===== src/rtl/bsg_fifo_arb_pkg.sv =====
// Shared types and sizing helpers for the round-robin FIFO enqueue arbiter.
package bsg_fifo_arb_pkg;

  typedef enum logic {
    e_idle   = 1'b0,
    e_locked = 1'b1
  } arb_state_e;

  // Occupancy counter must represent 0..els inclusive.
  function automatic int unsigned occ_width(input int unsigned els);
    return $clog2(els + 1);
  endfunction

endpackage


===== src/rtl/bsg_rr_pick.sv =====
// Rotate-priority encoder: first set request searching cyclically from ptr+1.
module bsg_rr_pick
  import bsg_fifo_arb_pkg::*;
#(
  parameter int unsigned num_req_p = 4
) (
  input  logic [num_req_p-1:0]         req,
  input  logic [$clog2(num_req_p)-1:0] ptr,
  output logic [num_req_p-1:0]         grant,
  output logic [$clog2(num_req_p)-1:0] id
);

  localparam int unsigned id_width_lp = $clog2(num_req_p);

  logic [id_width_lp-1:0] idx;
  logic                   found;

  always_comb begin
    grant = '0;
    id    = '0;
    found = 1'b0;
    idx   = '0;
    for (int unsigned k = 1; k <= num_req_p; k++) begin
      idx = id_width_lp'((32'(ptr) + k) % num_req_p);
      if (!found && req[idx]) begin
        found      = 1'b1;
        grant[idx] = 1'b1;
        id         = idx;
      end
    end
  end

endmodule


===== src/rtl/bsg_fifo_rr_enq_arb.sv =====
// Round-robin, packet-locking enqueue arbiter in front of a small FIFO,
// with mirrored occupancy and a sticky overflow/underflow flag.
module bsg_fifo_rr_enq_arb
  import bsg_fifo_arb_pkg::*;
#(
  parameter int unsigned num_req_p      = 4,
  parameter int unsigned width_p        = 32,
  parameter int unsigned els_p          = 4,
  parameter int unsigned lock_packets_p = 1
) (
  input  logic                             clk_i,
  input  logic                             reset_n_i,
  input  logic [num_req_p-1:0]             v_i,
  input  logic [num_req_p*width_p-1:0]     data_i,
  input  logic [num_req_p-1:0]             last_i,
  output logic [num_req_p-1:0]             ready_o,
  output logic                             fifo_v_o,
  output logic [width_p-1:0]               fifo_data_o,
  input  logic                             fifo_ready_i,
  input  logic                             fifo_yumi_i,
  output logic [$clog2(num_req_p)-1:0]     grant_id_o,
  output logic                             locked_o,
  output logic [occ_width(els_p)-1:0]      occupancy_o,
  output logic                             err_o
);

  localparam int unsigned id_width_lp  = $clog2(num_req_p);
  localparam int unsigned occ_width_lp = occ_width(els_p);

  arb_state_e              state_q, state_n;
  logic [id_width_lp-1:0]  owner_q, owner_n;
  logic [id_width_lp-1:0]  ptr_q, ptr_n;
  logic [occ_width_lp-1:0] occ_q, occ_n;
  logic                    err_q, err_n;

  logic [num_req_p-1:0]    pick_grant;
  logic [id_width_lp-1:0]  pick_id;
  logic [num_req_p-1:0]    grant;
  logic                    last_sel;
  logic                    enq;

  bsg_rr_pick #(.num_req_p(num_req_p)) u_pick (
    .req   (v_i),
    .ptr   (ptr_q),
    .grant (pick_grant),
    .id    (pick_id)
  );

  // Grant steering: the owner holds the port while a packet is in flight.
  always_comb begin
    grant      = pick_grant;
    grant_id_o = pick_id;
    fifo_v_o   = |v_i;
    if (state_q == e_locked) begin
      grant_id_o = owner_q;
      fifo_v_o   = v_i[owner_q];
      for (int i = 0; i < int'(num_req_p); i++) begin
        grant[i] = (owner_q == id_width_lp'(i));
      end
    end
  end

  always_comb begin
    fifo_data_o = '0;
    for (int i = 0; i < int'(num_req_p); i++) begin
      if (grant_id_o == id_width_lp'(i)) begin
        fifo_data_o = data_i[i*width_p +: width_p];
      end
    end
  end

  assign ready_o     = grant & {num_req_p{fifo_ready_i}};
  assign last_sel    = last_i[grant_id_o];
  assign enq         = fifo_v_o & fifo_ready_i;
  assign locked_o    = (state_q == e_locked);
  assign occupancy_o = occ_q;
  assign err_o       = err_q;

  // Next-state, owner and last-served pointer.
  always_comb begin
    state_n = state_q;
    owner_n = owner_q;
    ptr_n   = ptr_q;
    unique case (state_q)
      e_idle: begin
        if (enq) begin
          if ((lock_packets_p != 0) && !last_sel) begin
            state_n = e_locked;
            owner_n = grant_id_o;
          end else begin
            ptr_n = grant_id_o;
          end
        end
      end
      e_locked: begin
        if (enq && last_sel) begin
          state_n = e_idle;
          ptr_n   = owner_q;
        end
      end
      default: state_n = e_idle;
    endcase
  end

  // Mirrored occupancy; saturates instead of wrapping on error.
  always_comb begin
    occ_n = occ_q;
    err_n = err_q;
    if (enq && !fifo_yumi_i) begin
      if (occ_q == occ_width_lp'(els_p)) err_n = 1'b1;
      else                               occ_n = occ_q + occ_width_lp'(1);
    end else if (!enq && fifo_yumi_i) begin
      if (occ_q == '0) err_n = 1'b1;
      else             occ_n = occ_q - occ_width_lp'(1);
    end
  end

  always_ff @(posedge clk_i or negedge reset_n_i) begin
    if (!reset_n_i) begin
      state_q <= e_idle;
      owner_q <= '0;
      ptr_q   <= id_width_lp'(num_req_p - 1);
      occ_q   <= '0;
      err_q   <= 1'b0;
    end else begin
      state_q <= state_n;
      owner_q <= owner_n;
      ptr_q   <= ptr_n;
      occ_q   <= occ_n;
      err_q   <= err_n;
    end
  end

endmodule


===== config.mk =====
export PLATFORM = sky130hd
export DESIGN_NAME = bsg_fifo_rr_enq_arb
export DESIGN_NICKNAME = d
export VERILOG_FILES = /design/src/rtl/bsg_fifo_arb_pkg.sv /design/src/rtl/bsg_rr_pick.sv /design/src/rtl/bsg_fifo_rr_enq_arb.sv
export SDC_FILE = /design/constraint.sdc
export NUM_CORES = 1
export LEC_CHECK = 0
export BUFFER_PORTS_ARGS = -buffer_cell sky130_fd_sc_hd__buf_2
export CORE_AREA = 5 5 104 106
export DETAILED_ROUTE_END_ITERATION = 8
export DIE_AREA = 0 0 109 111
export GPL_TIMING_DRIVEN = 0
export PLACE_DENSITY = 0.52
export SYNTH_ARGS = -nofsm -noshare
export SYNTH_HDL_FRONTEND = slang
export SYNTH_SLANG_ARGS = --single-unit

===== constraint.sdc =====
create_clock -name clk_i -period 8.3 [get_ports clk_i]
set_clock_uncertainty 0.15 [all_clocks]
set_input_delay 1.66 -clock clk_i [delete_from_list [all_inputs] [get_ports clk_i]]
set_output_delay 1.66 -clock clk_i [all_outputs]
set_load 0.02 [all_outputs]

# After elaboration in Yosys (flattened, before gate mapping)
# Cells that the tools add are included.
[word_totals]
input_bits = 140
elab_cells = 120
register_bits = 9
[classes]
bitwise_logic = 7
n_lt_le_gt_ge = 10
n_reduce_logical = 25
addsub = 6
eq_ne = 13
mux = 54
[ops]
columns = ["op", "n"]
rows = [
  ["32-bit 2-to-1 mux", 4],
  ["1-bit 2-to-1 mux", 21],
  ["4-bit 2-to-1 mux", 5],
  ["2-bit by 3-bit < comparator with 1-bit output (second input constant)", 6],
  ["2-bit 2-to-1 mux", 8],
  ["1-bit binary-select mux with 2-bit select", 6],
  ["3-bit 2-to-1 mux", 4],
  ["4-bit bitwise OR", 3],
  ["3-bit AND reduction", 4],
  ["1-bit logical AND", 10],
  ["1-bit demux with 2-bit select", 4],
  ["2-bit == test (second input constant)", 4],
  ["2-bit by 1-bit greater-or-equal comparator with 1-bit output (second input constant)", 4],
  ["2-bit != test (second input constant)", 4],
  ["1-bit zero test", 5],
  ["2-bit by 1-bit adder with 2-bit output (second input constant)", 2],
  ["2-bit adder (second input constant)", 2],
  ["4-bit bitwise AND", 1],
  ["2-bit by 1-bit == test with 1-bit output (second input constant)", 2],
  ["2-bit zero test", 2],
  ["2-bit by 1-bit != test with 1-bit output (second input constant)", 2],
  ["2-bit case mux with 2 select lines", 1],
  ["2-bit nonzero test", 2],
  ["4-bit OR reduction", 1],
  ["other kinds (7)", 8],
]

# Longest topological paths before layout
[depth]
ltp_word = 19
ltp_mapped = 12
mapped_depth_nobuf = 10

# Hierarchy
# A second synthesis with hierarchy kept.
[unflattened]
hier_cells = 176
area_unflattened_um2 = 2067.0
[by_module_without_submodules]
columns = ["mod", "area_per_inst_um2", "cells_per_inst", "instances", "seq_area_each_um2"]
rows = [
  ["bsg_fifo_rr_enq_arb", 1521.5, 108, 1, 227.7],
  ["bsg_rr_pick", 545.5, 68, 1, 0.0],
]

# Least setup slack after synthesis
# Ideal clock, no wire load.
[synth_path]
path_kind = "in2out"
from = "in v_i[0]"
to = "out fifo_data_o[13]"
t_arrival_ns = 3.862
path_slack_ns = 2.628
required_time_ns = 6.490
n_path_buf = 3
path_stages = 9
cell_sequence = "clkbuf_1 > mux4_2 > or2_1 > or3_4 > a21oi_2 > buf_6 > buf_8 > mux2i_1 > mux2i_1"
[synth_between]
elab_chain_cells = 18
elab_cells_between_ends = 30
classes_between = "eq/ne: 3; mux: 20; reduce/logical: 7"
[synth_rtl]
columns = ["element", "line_no", "rtl"]
rows = [
  ["from (decl)", "bsg_fifo_rr_enq_arb.sv:13", "input logic [num_req_p-1:0] v_i,"],
  ["1-bit binary-select mux with 2-bit select", "bsg_rr_pick.sv:25", "if (!found && req[idx]) begin"],
  ["1-bit 2-to-1 mux (implied by the code)", "bsg_rr_pick.sv:25", ""],
  ["1-bit 2-to-1 mux", "bsg_rr_pick.sv:25", ""],
  ["1-bit zero test", "bsg_rr_pick.sv:25", ""],
  ["1-bit logical AND", "bsg_rr_pick.sv:25", ""],
  ["1-bit 2-to-1 mux", "bsg_rr_pick.sv:25", ""],
  ["1-bit zero test", "bsg_rr_pick.sv:25", ""],
  ["1-bit logical AND", "bsg_rr_pick.sv:25", ""],
  ["1-bit 2-to-1 mux", "bsg_rr_pick.sv:25", ""],
  ["1-bit zero test", "bsg_rr_pick.sv:25", ""],
  ["1-bit logical AND", "bsg_rr_pick.sv:25", ""],
  ["2-bit 2-to-1 mux *", "bsg_rr_pick.sv:25", ""],
  ["2-bit 2-to-1 mux *", "bsg_fifo_rr_enq_arb.sv:54", "if (state_q == e_locked) begin"],
  ["named net grant_id_o[1]", "bsg_fifo_rr_enq_arb.sv:21", "output logic [$clog2(num_req_p)-1:0] grant_id_o,"],
  ["2-bit zero test", "bsg_fifo_rr_enq_arb.sv:66", "if (grant_id_o == id_width_lp'(i)) begin"],
  ["32-bit 2-to-1 mux (3 in series)", "bsg_fifo_rr_enq_arb.sv:66", ""],
  ["32-bit 2-to-1 mux *", "bsg_fifo_rr_enq_arb.sv:66", ""],
  ["to (decl)", "bsg_fifo_rr_enq_arb.sv:18", "output logic [width_p-1:0] fifo_data_o,"],
]
# The timed path passes the listed nets; every way through them passes the cells marked *. The select of a mux whose other input is x is not followed.

# Worst setup path in the final report
[layout_path]
from = "reg ptr_q[1]"
to = "out fifo_data_o[31]"
[layout_between]
elab_chain_cells = 19
elab_cells_between_ends = 34
classes_between = "add/sub: 4; eq/ne: 3; mux: 20; reduce/logical: 7"
[layout_rtl]
columns = ["element", "line_no", "rtl"]
rows = [
  ["from (decl)", "bsg_fifo_rr_enq_arb.sv:32", "logic [id_width_lp-1:0] ptr_q, ptr_n;"],
  ["from (signal assigned)", "bsg_fifo_rr_enq_arb.sv:122", "ptr_q <= id_width_lp'(num_req_p - 1);"],
  ["from (signal assigned)", "bsg_fifo_rr_enq_arb.sv:128", "ptr_q <= ptr_n;"],
  ["2-bit by 1-bit adder with 2-bit output", "bsg_rr_pick.sv:24", "idx = id_width_lp'((32'(ptr) + k) % num_req_p);"],
  ["1-bit binary-select mux with 2-bit select", "bsg_rr_pick.sv:25", ""],
  ["1-bit 2-to-1 mux (implied by the code)", "bsg_rr_pick.sv:25", ""],
  ["1-bit 2-to-1 mux", "bsg_rr_pick.sv:25", ""],
  ["1-bit zero test", "bsg_rr_pick.sv:25", ""],
  ["1-bit logical AND", "bsg_rr_pick.sv:25", ""],
  ["1-bit 2-to-1 mux", "bsg_rr_pick.sv:25", ""],
  ["1-bit zero test", "bsg_rr_pick.sv:25", ""],
  ["1-bit logical AND", "bsg_rr_pick.sv:25", ""],
  ["1-bit 2-to-1 mux", "bsg_rr_pick.sv:25", ""],
  ["1-bit zero test", "bsg_rr_pick.sv:25", ""],
  ["1-bit logical AND", "bsg_rr_pick.sv:25", ""],
  ["2-bit 2-to-1 mux *", "bsg_rr_pick.sv:25", ""],
  ["2-bit 2-to-1 mux *", "bsg_fifo_rr_enq_arb.sv:54", ""],
  ["2-bit zero test", "bsg_fifo_rr_enq_arb.sv:66", ""],
  ["32-bit 2-to-1 mux (3 in series)", "bsg_fifo_rr_enq_arb.sv:66", ""],
  ["32-bit 2-to-1 mux *", "bsg_fifo_rr_enq_arb.sv:66", ""],
]
# Every way passes the cells marked *; elsewhere a longest branch is shown, timed or not. The select of a mux whose other input is x is not followed.

==> results.md <==
* Die area at 0.01210 sq mm
* DR pass1 iterations at 6
* Placed cell count at 566
* RSZ-0062 raised after global routing: no
* R2R Path Start: ptr_q[1]
* Dpl ws at 2.238 ns
* Die Width at 109 microns
* Hold Buf Count CTS at 0
* Number of DRC markers in iteration 0 at 73
* FF+latch count, synth at 9
* Post-CTS sizing at 0
* Diodes inserted at 0
* Vias at approximately 2600
* Unique masters post-synth at 53
* Port Buffer Count at between 150 and 200
* Htree depth at 1
* Number of enable flip-flop cells after synthesis at 0
* Final worst slack at 2.247 ns
* Grt ovf at 0
* Worst reg2reg setup slack at 4.19 ns
* Min-delay worst type: register to register
* Post-DP HPWL at 7566 microns
* Worst-Margin Slew at 0.7535 ns
* Final Hold Viols at 0
* Largest net degree at the start of global routing at 11
* Combinational share of power at 90.9%
* Area growth, synth to finish at 47.06%
* RR Endpoint: ptr_q[0]
* Critical path class: register to output pin
* # fillers at about 1000
* Seq/Total Area, Yosys at 9.549%
* Share of post-route cells with drive strength above 1 at 51.49%
* Cells after synthesis at between 200 and 300
* Tcrit/Tclk final at around 73%
* Via/cell ratio at 4.602
* WP data required at ~6.5 ns
* Hold endpoint: err_o
* Starting Density at around 25%
* DRT Wirelength at 8609 microns
* Leak at 0.002023 uW
* Initial antenna violation count at 0
* Clk_lat worst skew at roughly 0.22 ns
* Post-Layout Cell Count at 570
* Maximum vdd drop at 200.0 uV
* Crit path DAT at 4.24 ns
* Max FO, Critical Path at 10
* Nets at 588
* Flop pwr share at under 10%
* Syn_area_per_cell at approximately 9.5 sq um
* WL per Instance at 15.10 microns
* Adder-cell area share of the yosys netlist at 5.561%
* Clock sink count at 9
* Warning count from the yosys run at 0
* First-pass GRT wire length at between 10000 and 15000 microns
* Worst relative slew slack at about half
* Cell Pwr Density at about 450 mW/mm^2
* Switching part of the total at 53.24%
* # setup viols final at 0
* Hold_sp: err_o
* Die Ht at approximately 110 microns
* Max Slew Vio Count at 0
* Core footprint at roughly 0.0097 sq mm
* Post-synthesis xor/xnor area fraction at 0.3673%
* Vias in the first global route at 2716
* CP endpoint kind: output pin
* Startpoint Class: register
* Largest family of logic cells by synthesized area: multiplexers
* Drc violations at 0
* Syn Nets at 401
* TritonCTS clock tree: built
* Switching power at 847.7 uW
* Max Buffers Root-to-Sink at 2
* Hold path depth at 2
* Multiplexer area fraction after synthesis at 47.69%
* Status: completed
* Ys async rst share at 100.0%
* Worst-path clk slew at 0.04 ns
* I/O pin count at around 180
* Max-Cap Viols at 0
* Total GRT Usage at 13.27%
* Clock power share at 3.0%
* Post-layout util at 36.21%
* Post-synthesis compound-gate area fraction at 14.95%
* Placer Congestion at 0.7892
* Post-synth top flop: dfrtp_1
* Root buffer cell: clkbuf_8
* Post-CTS setup buffers at 0
* Min Tclk post-route at 6.053 ns
* Rows at 36
* Synth Area in Simple Gates at 11.80%
* Max Clock Freq at 165.2 MHz
* Cell Area, Synth at approximately 0.0024 sq mm
* Setup TNS at 0 ns
* Detail Route Antenna Nets at 0
* Power Internal at approximately 740 uW
* Cts bufs inserted at 3
* R2R depth at 9
-- cells by family (layout without fill, tap and decap cells) --
kind of cell / count (synthesis) / after routing
DFF: 9 / 9
adders and majority gates: 10 / 10
and+or+nand+nor: 50 / 50
AOI/OAI and AO/OA: 44 / 44
buffers and inverters: 30 / 216
muxes: 107 / 107
xor gates and xnor gates: 1 / 1
-- through the flow --
step	area (sq um)	hold WS, ns	power [uW]
global route	3507	0.3586	1714
CTS	3507	0.3130	1620
floorplan	2385	0.4214	1192
finish	3507	0.3019	1592
global placement	3462	0.3117	1554
detailed placement	3462	0.3027	1565
-- area by class of cell --
| class | count | area (sq um) | share of cell area, % |
|---|---|---|---|
| Sequential cell | 9 | 227.7 | 6.493 |
| Multi-Input combinational cell | 212 | 1917 | 54.66 |
| Tap cell | 133 | 166.4 | 4.745 |
| Buffer | 21 | 206.4 | 5.887 |
| Timing Repair Buffer | 182 | 910.9 | 25.97 |
| Inverter | 9 | 33.78 | 0.9633 |
| Clock buffer | 4 | 45.04 | 1.284 |
-- how the worst max path moves through the flow --
stage	cells past startpoint	from	endpoint
after floorplan	9	v_i[0]	fifo_data_o[13]
after CTS	11	v_i[1]	fifo_data_o[31]
final	13	ptr_q[1]	fifo_data_o[31]
after detailed placement	11	v_i[1]	fifo_data_o[31]
after global routing	13	ptr_q[1]	fifo_data_o[31]
after global placement	11	v_i[1]	fifo_data_o[31]
-- power by group through the flow --
stage | logic (uW) | clock network [uW] | registers, uW
2_1_floorplan | 1090 | 0 | 102
4_1_cts | 1470 | 49.7 | 97.9
3_3_place_gp | 1460 | 0 | 97.6
6_report | 1450 | 48.3 | 97.3
3_5_place_dp | 1470 | 0 | 98.3
5_1_grt | 1560 | 52.1 | 102
-- cells in the mapped netlist, types with 2 or more instances --
cell	n	area, sq um
ha_1	9	112.6
o21a_1	4	30.03
a21oi_1	7	35.03
nand2_1	8	30.03
mux2i_1	99	991.0
nor2b_1	5	31.28
inv_1	9	33.78
nor3b_1	3	22.52
nor2_1	11	41.29
buf_6	2	22.52
mux4_2	5	112.6
o221a_2	2	22.52
dfstp_2	2	52.55
dfrtp_1	7	175.2
a211oi_1	2	15.01
a22oi_1	8	60.06
buf_2	3	15.01
a211oi_2	2	25.02
clkbuf_1	8	30.03
and3_1	3	18.77
nor4_1	6	37.54
o21ai_0	4	20.02
mux2_2	3	33.78
or2_2	5	31.28
buf_12	6	120.1
-- cell usage in the layout (no fill, tap or decap), drive strengths merged, types with 3 or more instances in the layout --
cell	count
nor2b	5
inv	9
nor3b	3
mux4	5
nor2	11
nand2	8
ha	9
o21ai	4
and3	3
dfrtp	7
a22oi	8
a211oi	4
or2	6
a21oi	8
nor4	7
mux2	3
o21a	4
mux2i	99
buf	195
clkbuf	12
-- layer usage --
| layer | track usage (%) | wire (microns) | vias up |
|---|---|---|---|
| li1 | - | - | 1321 |
| met1 | 16.18 | 3473 | 1189 |
| met2 | 24.32 | 4424 | 107 |
| met3 | 2.563 | 645 | 6 |
| met4 | 1.599 | 66 | 0 |
| met5 | 0 | 0 | - |
-- critical path, cell delays in order (launching register included) --
cell	delay, ns
dfstp_2	0.62
buf_1	0.42
inv_1	0.18
ha_1	0.30
clkbuf_1	0.34
mux4_2	0.45
or2_1	0.31
or3_4	0.35
a21oi_2	0.16
buf_6	0.21
buf_12	0.17
mux2i_1	0.21
mux2i_1	0.09
buf_2	0.21
Power figures use the tool's default switching activity.
